### src/rtl/pulse_train_generator.sv
// Burst generator: emits N active-high pulses of programmable high/low length
// after a one-cycle start request, with busy/done handshake for sequencing.
module pulse_train_generator #(
  parameter int CNT_W = 8,
  parameter int DUR_W = 16
) (
  input  logic             clk,
  input  logic             rst,
  input  logic             start,
  input  logic             abort,
  input  logic [CNT_W-1:0] n_pulses,
  input  logic [DUR_W-1:0] high_cycles,
  input  logic [DUR_W-1:0] low_cycles,
  output logic             pulse_out,
  output logic             busy,
  output logic             done
);

  typedef enum logic [1:0] {
    IDLE = 2'd0,
    HIGH = 2'd1,
    LOW  = 2'd2
  } state_t;

  state_t           state_reg, state_next;
  logic [CNT_W-1:0] pulse_cnt_reg, pulse_cnt_next;
  logic [DUR_W-1:0] dur_cnt_reg, dur_cnt_next;
  logic [DUR_W-1:0] high_len_reg, high_len_next;
  logic [DUR_W-1:0] low_len_reg, low_len_next;
  logic             pulse_out_reg, pulse_out_next;
  logic             busy_reg, busy_next;
  logic             done_reg, done_next;

  // Durations are held as (length - 1) so the counter expires on zero;
  // a requested length of 0 therefore behaves exactly like 1.
  function automatic logic [DUR_W-1:0] len_m1(input logic [DUR_W-1:0] v);
    return (v == '0) ? '0 : v - DUR_W'(1);
  endfunction

  always_ff @(posedge clk or negedge rst) begin
    if (!rst) begin
      state_reg     <= IDLE;
      pulse_cnt_reg <= '0;
      dur_cnt_reg   <= '0;
      high_len_reg  <= '0;
      low_len_reg   <= '0;
      pulse_out_reg <= 1'b0;
      busy_reg      <= 1'b0;
      done_reg      <= 1'b0;
    end else begin
      state_reg     <= state_next;
      pulse_cnt_reg <= pulse_cnt_next;
      dur_cnt_reg   <= dur_cnt_next;
      high_len_reg  <= high_len_next;
      low_len_reg   <= low_len_next;
      pulse_out_reg <= pulse_out_next;
      busy_reg      <= busy_next;
      done_reg      <= done_next;
    end
  end

  always_comb begin
    state_next     = state_reg;
    pulse_cnt_next = pulse_cnt_reg;
    dur_cnt_next   = dur_cnt_reg;
    high_len_next  = high_len_reg;
    low_len_next   = low_len_reg;
    done_next      = 1'b0;

    case (state_reg)
      IDLE: begin
        if (start && !abort) begin
          if (n_pulses == '0) begin
            done_next = 1'b1;
          end else begin
            state_next     = HIGH;
            pulse_cnt_next = n_pulses;
            high_len_next  = len_m1(high_cycles);
            low_len_next   = len_m1(low_cycles);
            dur_cnt_next   = len_m1(high_cycles);
          end
        end
      end

      HIGH: begin
        if (abort) begin
          state_next     = IDLE;
          pulse_cnt_next = '0;
          dur_cnt_next   = '0;
        end else if (dur_cnt_reg == '0) begin
          pulse_cnt_next = pulse_cnt_reg - CNT_W'(1);
          if (pulse_cnt_reg == CNT_W'(1)) begin
            state_next   = IDLE;
            dur_cnt_next = '0;
            done_next    = 1'b1;
          end else begin
            state_next   = LOW;
            dur_cnt_next = low_len_reg;
          end
        end else begin
          dur_cnt_next = dur_cnt_reg - DUR_W'(1);
        end
      end

      LOW: begin
        if (abort) begin
          state_next     = IDLE;
          pulse_cnt_next = '0;
          dur_cnt_next   = '0;
        end else if (dur_cnt_reg == '0) begin
          state_next   = HIGH;
          dur_cnt_next = high_len_reg;
        end else begin
          dur_cnt_next = dur_cnt_reg - DUR_W'(1);
        end
      end

      default: begin
        state_next     = IDLE;
        pulse_cnt_next = '0;
        dur_cnt_next   = '0;
      end
    endcase

    // Outputs are registered versions of the next state, so they change only on clock edges.
    pulse_out_next = (state_next == HIGH);
    busy_next      = (state_next != IDLE);
  end

  assign pulse_out = pulse_out_reg;
  assign busy      = busy_reg;
  assign done      = done_reg;

endmodule

### config.mk
export PLATFORM = sky130hd
export DESIGN_NAME = pulse_train_generator
export DESIGN_NICKNAME = d
export VERILOG_FILES = /design/src/rtl/pulse_train_generator.sv
export SDC_FILE = /design/constraint.sdc
export NUM_CORES = 1
export LEC_CHECK = 0
export ABC_AREA = 1
export CAP_MARGIN = 20
export CORE_AREA = 2 2 103 105
export CTS_CLUSTER_SIZE = 24
export DETAILED_ROUTE_END_ITERATION = 6
export DIE_AREA = 0 0 105 107
export PLACE_DENSITY = 0.73
export SYNTH_ARGS = -nofsm -noshare
export SYNTH_HDL_FRONTEND = slang
export SYNTH_SLANG_ARGS = --single-unit
### constraint.sdc
create_clock -name clk -period 1.8 [get_ports clk]
set_input_delay 0.27 -clock clk [delete_from_list [all_inputs] [get_ports clk]]
set_output_delay 0.27 -clock clk [all_outputs]
set_load 0.02 [all_outputs]
==> results list <==
- Core outline area: 10,100 sq um
- Clock-pin slew was measured on the worst setup and hold paths at 0.07 ns.
* DR top layer: met4
- The share of total power dissipated in the clock network is 0.272.
- Die boundary height: 107 microns
* Maximum count of clock buffers along a single path: 2
- Reg-to-Reg End: dur_cnt_reg[11]$_DFFE_PN0P_
* CTS tree: yes
- Layout Nets: 842
- Counting every net in the synthesized netlist gives 714.
- Total detailed-routing wirelength: 12,900 microns
- Post-synthesis cell area: 4430 sq um
- Maximum clock frequency: 556 MHz
* Net Sw Frac: 0.369
* First-pass iteration count of the detailed router: 7
- Yosys mapped the design onto 38 distinct sky130hd cell types.
- Via count of the first global-routing pass: 4,732
- Row count: 37
* Clock tree skew after final layout: 0.00601 ns
- Cell count after synthesis: 663
- Actual transition at the worst max-transition pin: 0.371 ns
* Post-layout min period: 1.80 ns
- Post-route insts no fill: 932
* GRT Resource Usage Total: 0.239
- The tightest min-delay check is of the in2async type.
* Number of clock buffers inserted by TritonCTS: 9
- After detailed routing, the number of vias per cell comes to 5.13.
- The setup check on the worst reg-to-reg path leaves a slack of 0.001 ns.
* Avg WL per Cell: 13.8 microns
* Total routed wire length on the met1 layer: 5620 microns
* Setup Crit Path Kind: reg2reg
* Outcome: complete, but fails checks
* Overall via count from detail_route: 4,777
- STA classifies the critical path endpoint as a flip-flop.
- Of the synthesized area, sequential elements account for 0.345.
* Number of synthesized register bits: 61
- Of the total power, combinational logic draws 0.397.
- Post-route antenna net violation count: 0
- Setup repair after global routing could not meet its margin everywhere.
- Detailed routing placed a total of 676 microns of wire on met3.
- Detailed routing placed a total of 6360 microns of wire on met2.
- Sum of overflow across all layers after global routing: 0
* Floorplan die area: 11,200 sq um
- The first global-routing pass estimated 21,700 microns of wire.
- Ports placed on the boundary: 47
* Source of the worst register-to-register timing path: dur_cnt_reg[1]$_DFFE_PN0P_
- Data required time at the worst endpoint: 2.04 ns
- Antenna diode instance count: 0
- Hold Slack: 0.488 ns
* Failing checks: DRC
- Along the worst path, the maximum fanout reaches 6.
- Gpl congestion: 0.955
* Hold violation count in the final report: 0
* CP Data Arrival Time: 2.04 ns
* Max-Slew Margin vs Limit: 0.752
- Entering global routing, the biggest net connects 62 pins.
- The initial utilization of the core area, before any placement, comes to 0.439.
- In this run the number of H-tree levels came out at 3.
* Port Buffer Count: 46
* Filler instances: 913
* Number of design rule violations left after detail routing: 9
- The internal portion of the total power is 0.00353 W.
* Post-synth EDFFs: 0
* Number of pins exceeding their max-slew limit in the final report: 0
- Number of violations of the max-capacitance limit: 0
* Ratio of final minimum period to clock period: 0.999
- Warnings, synthesis: 0
* Power per standard cell area: 923 nW/um^2
* R2R depth: 12
- Horiz. Die Dim: 105 microns
- CTS sink cnt: 61
- In the synthesized netlist the dominant register cell turns out to be sky130_fd_sc_hd__dfrtp_1.
- Setup violations remaining at the end of the flow were counted as 0.
- STA classifies the critical path startpoint as a flip-flop.
- The share of total power dissipated in sequential elements is 0.331.
* Post-synth ARST share: 1.00
* Clock network latency to the later pin of the worst-skew pair: 0.35 ns
- The root buffer cell chosen for the clock tree is sky130_fd_sc_hd__clkbuf_8.
* Area delta synth->final: 36.6%
- For this design the total switching power over the nets is 0.00206 W.
- Instance count after placement with tap cells included: 912
- In this run, the number of DRC markers left after iteration 0 of detailed routing was 429.
* Initial antenna violation count: 0
- Largest vdd supply drop: 0.000444 V
- In the final layout, the share of cells above drive strength 1 is 0.201.
- At the end of the flow the core is filled with cells to 0.600.
- Placed wire-length estimate: 9840 microns
- A synthesized cell averages 6.68 sq um.
* LEAKAGE: 3.01 nW
[Yosys cell counts, drive strengths merged, types with 4 or more instances]
library cell | count | share of area
nand2 | 199 | 0.17
nor2 | 98 | 0.092
inv | 92 | 0.078
dfrtp | 61 | 0.34
nand3 | 60 | 0.073
o21ai | 39 | 0.050
o22ai | 23 | 0.032
xor2 | 20 | 0.040
nand4 | 15 | 0.021
buf | 9 | 0.015
o21bai | 9 | 0.018
clkbuf | 7 | 0.0059
ha | 7 | 0.020
xnor2 | 6 | 0.012
or2 | 4 | 0.0057
[what timing repair did]
| item | CTS | global route |
|---|---|---|
| setup endpoints to repair | 25 | 45 |
| pin swaps | 2 | 12 |
| hold buffers | 1 | 0 |
| gates resized for setup | 5 | 33 |
| endpoints found under the hold margin | 61 | 0 |
| cloned | 3 | 0 |
| setup buffers | 0 | 0 |
[area by class of cell]
| class | count | area, sq um | area share |
|---|---|---|---|
| multi-input combinational | 496 | 2610 | 0.432 |
| sequential | 61 | 1530 | 0.252 |
| timing repair buffer | 130 | 1140 | 0.189 |
| inverter | 93 | 352 | 0.0581 |
| tap | 136 | 170 | 0.0281 |
| clock buffer | 10 | 138 | 0.0227 |
| clock inverter | 6 | 110 | 0.0182 |
[routing by layer]
metal | track usage | vias to the layer above
li1 | - | 2362
met1 | 0.302 | 2228
met2 | 0.411 | 165
met3 | 0.0401 | 22
met4 | 0.0867 | 0
met5 | 0 | -
[stage by stage]
step                      setup WS (ns)  cell area (sq um)  TNS, ns  power, W
final                          0.000990               6050        0   0.00559
after detailed placement         -0.261               5630    -7.64   0.00390
after CTS                       0.00936               5930        0   0.00547
after floorplan                  0.0639               4430        0   0.00306
after global routing            -0.0906               6050   -0.700   0.00592
after global placement           -0.201               5630    -4.88   0.00384
[kinds of logic after synthesis]
group,count (synthesis),synth area share
AND/OR/NAND/NOR,381,0.371
buffers and inverters,109,0.100
AO/OA/AOI/OAI,79,0.114
flip-flops,61,0.345
XOR/XNOR,26,0.0514
adder cells (fa/ha/maj),7,0.0198
[layout by cell type (no fill, tap or decap), types with 2 or more instances in the layout]
cell type / synthesis / routed
sky130_fd_sc_hd__o21bai_2: 3 / 3
sky130_fd_sc_hd__xnor2_1: 6 / 6
sky130_fd_sc_hd__nand2_1: 196 / 188
sky130_fd_sc_hd__clkbuf_8: 0 / 10
sky130_fd_sc_hd__a21oi_1: 3 / 3
sky130_fd_sc_hd__o22ai_1: 23 / 23
sky130_fd_sc_hd__ha_1: 7 / 5
sky130_fd_sc_hd__inv_1: 90 / 85
sky130_fd_sc_hd__inv_2: 2 / 6
sky130_fd_sc_hd__clkdlybuf4s50_1: 0 / 45
sky130_fd_sc_hd__xor2_1: 20 / 20
sky130_fd_sc_hd__o21ai_1: 10 / 9
sky130_fd_sc_hd__o21ai_2: 7 / 8
sky130_fd_sc_hd__nor3_1: 3 / 3
sky130_fd_sc_hd__nand2_2: 2 / 10
sky130_fd_sc_hd__o21bai_1: 6 / 5
sky130_fd_sc_hd__nor2_4: 1 / 2
sky130_fd_sc_hd__clkinvlp_4: 0 / 2
sky130_fd_sc_hd__bufinv_16: 0 / 3
sky130_fd_sc_hd__nor2_2: 7 / 10
sky130_fd_sc_hd__dfrtp_1: 61 / 61
sky130_fd_sc_hd__nand3_4: 2 / 4
sky130_fd_sc_hd__buf_12: 0 / 4
sky130_fd_sc_hd__o21ai_0: 22 / 21
sky130_fd_sc_hd__nor2_1: 89 / 85
sky130_fd_sc_hd__nand4_1: 15 / 15
sky130_fd_sc_hd__buf_4: 4 / 78
sky130_fd_sc_hd__nand3_2: 0 / 5
sky130_fd_sc_hd__nand3_1: 58 / 54
sky130_fd_sc_hd__or2_2: 3 / 3
[worst max-delay path: stages, from the launching register on]
cell	delay, ns
sky130_fd_sc_hd__dfrtp_1	0.39
sky130_fd_sc_hd__inv_2	0.08
sky130_fd_sc_hd__ha_4	0.15
sky130_fd_sc_hd__inv_4	0.04
sky130_fd_sc_hd__nor2_4	0.09
sky130_fd_sc_hd__and2_4	0.21
sky130_fd_sc_hd__nand3_4	0.18
sky130_fd_sc_hd__o21bai_1	0.19
sky130_fd_sc_hd__nand2_1	0.09
sky130_fd_sc_hd__nand2_1	0.06
sky130_fd_sc_hd__nand2_1	0.06
sky130_fd_sc_hd__nand2_1	0.07
sky130_fd_sc_hd__nand2_1	0.06
[power groups by stage]
stage,Clock [W],Combinational [W],Sequential [W]
after CTS,0.00154,0.00210,0.00183
after global routing,0.00158,0.00246,0.00188
after detailed placement,0,0.00204,0.00186
after global placement,0,0.00199,0.00185
after floorplan,0,0.00122,0.00184
final,0.00152,0.00222,0.00185
[worst max-delay path by stage]
stage,startpoint,to,slack [ns],cells past startpoint
global route,dur_cnt_reg[1]$_DFFE_PN0P_,dur_cnt_reg[10]$_DFFE_PN0P_,-0.09,12
detailed placement,low_cycles[0],low_len_reg[7]$_DFFE_PN0P_,-0.26,8
finish,dur_cnt_reg[1]$_DFFE_PN0P_,dur_cnt_reg[11]$_DFFE_PN0P_,0.001,12
floorplan,dur_cnt_reg[0]$_DFFE_PN0P_,dur_cnt_reg[14]$_DFFE_PN0P_,0.06,14
CTS,dur_cnt_reg[0]$_DFFE_PN0P_,busy$_DFF_PN0_,0.009,9
global placement,low_cycles[0],low_len_reg[0]$_DFFE_PN0P_,-0.20,8
(Power assumes the default switching activity.)
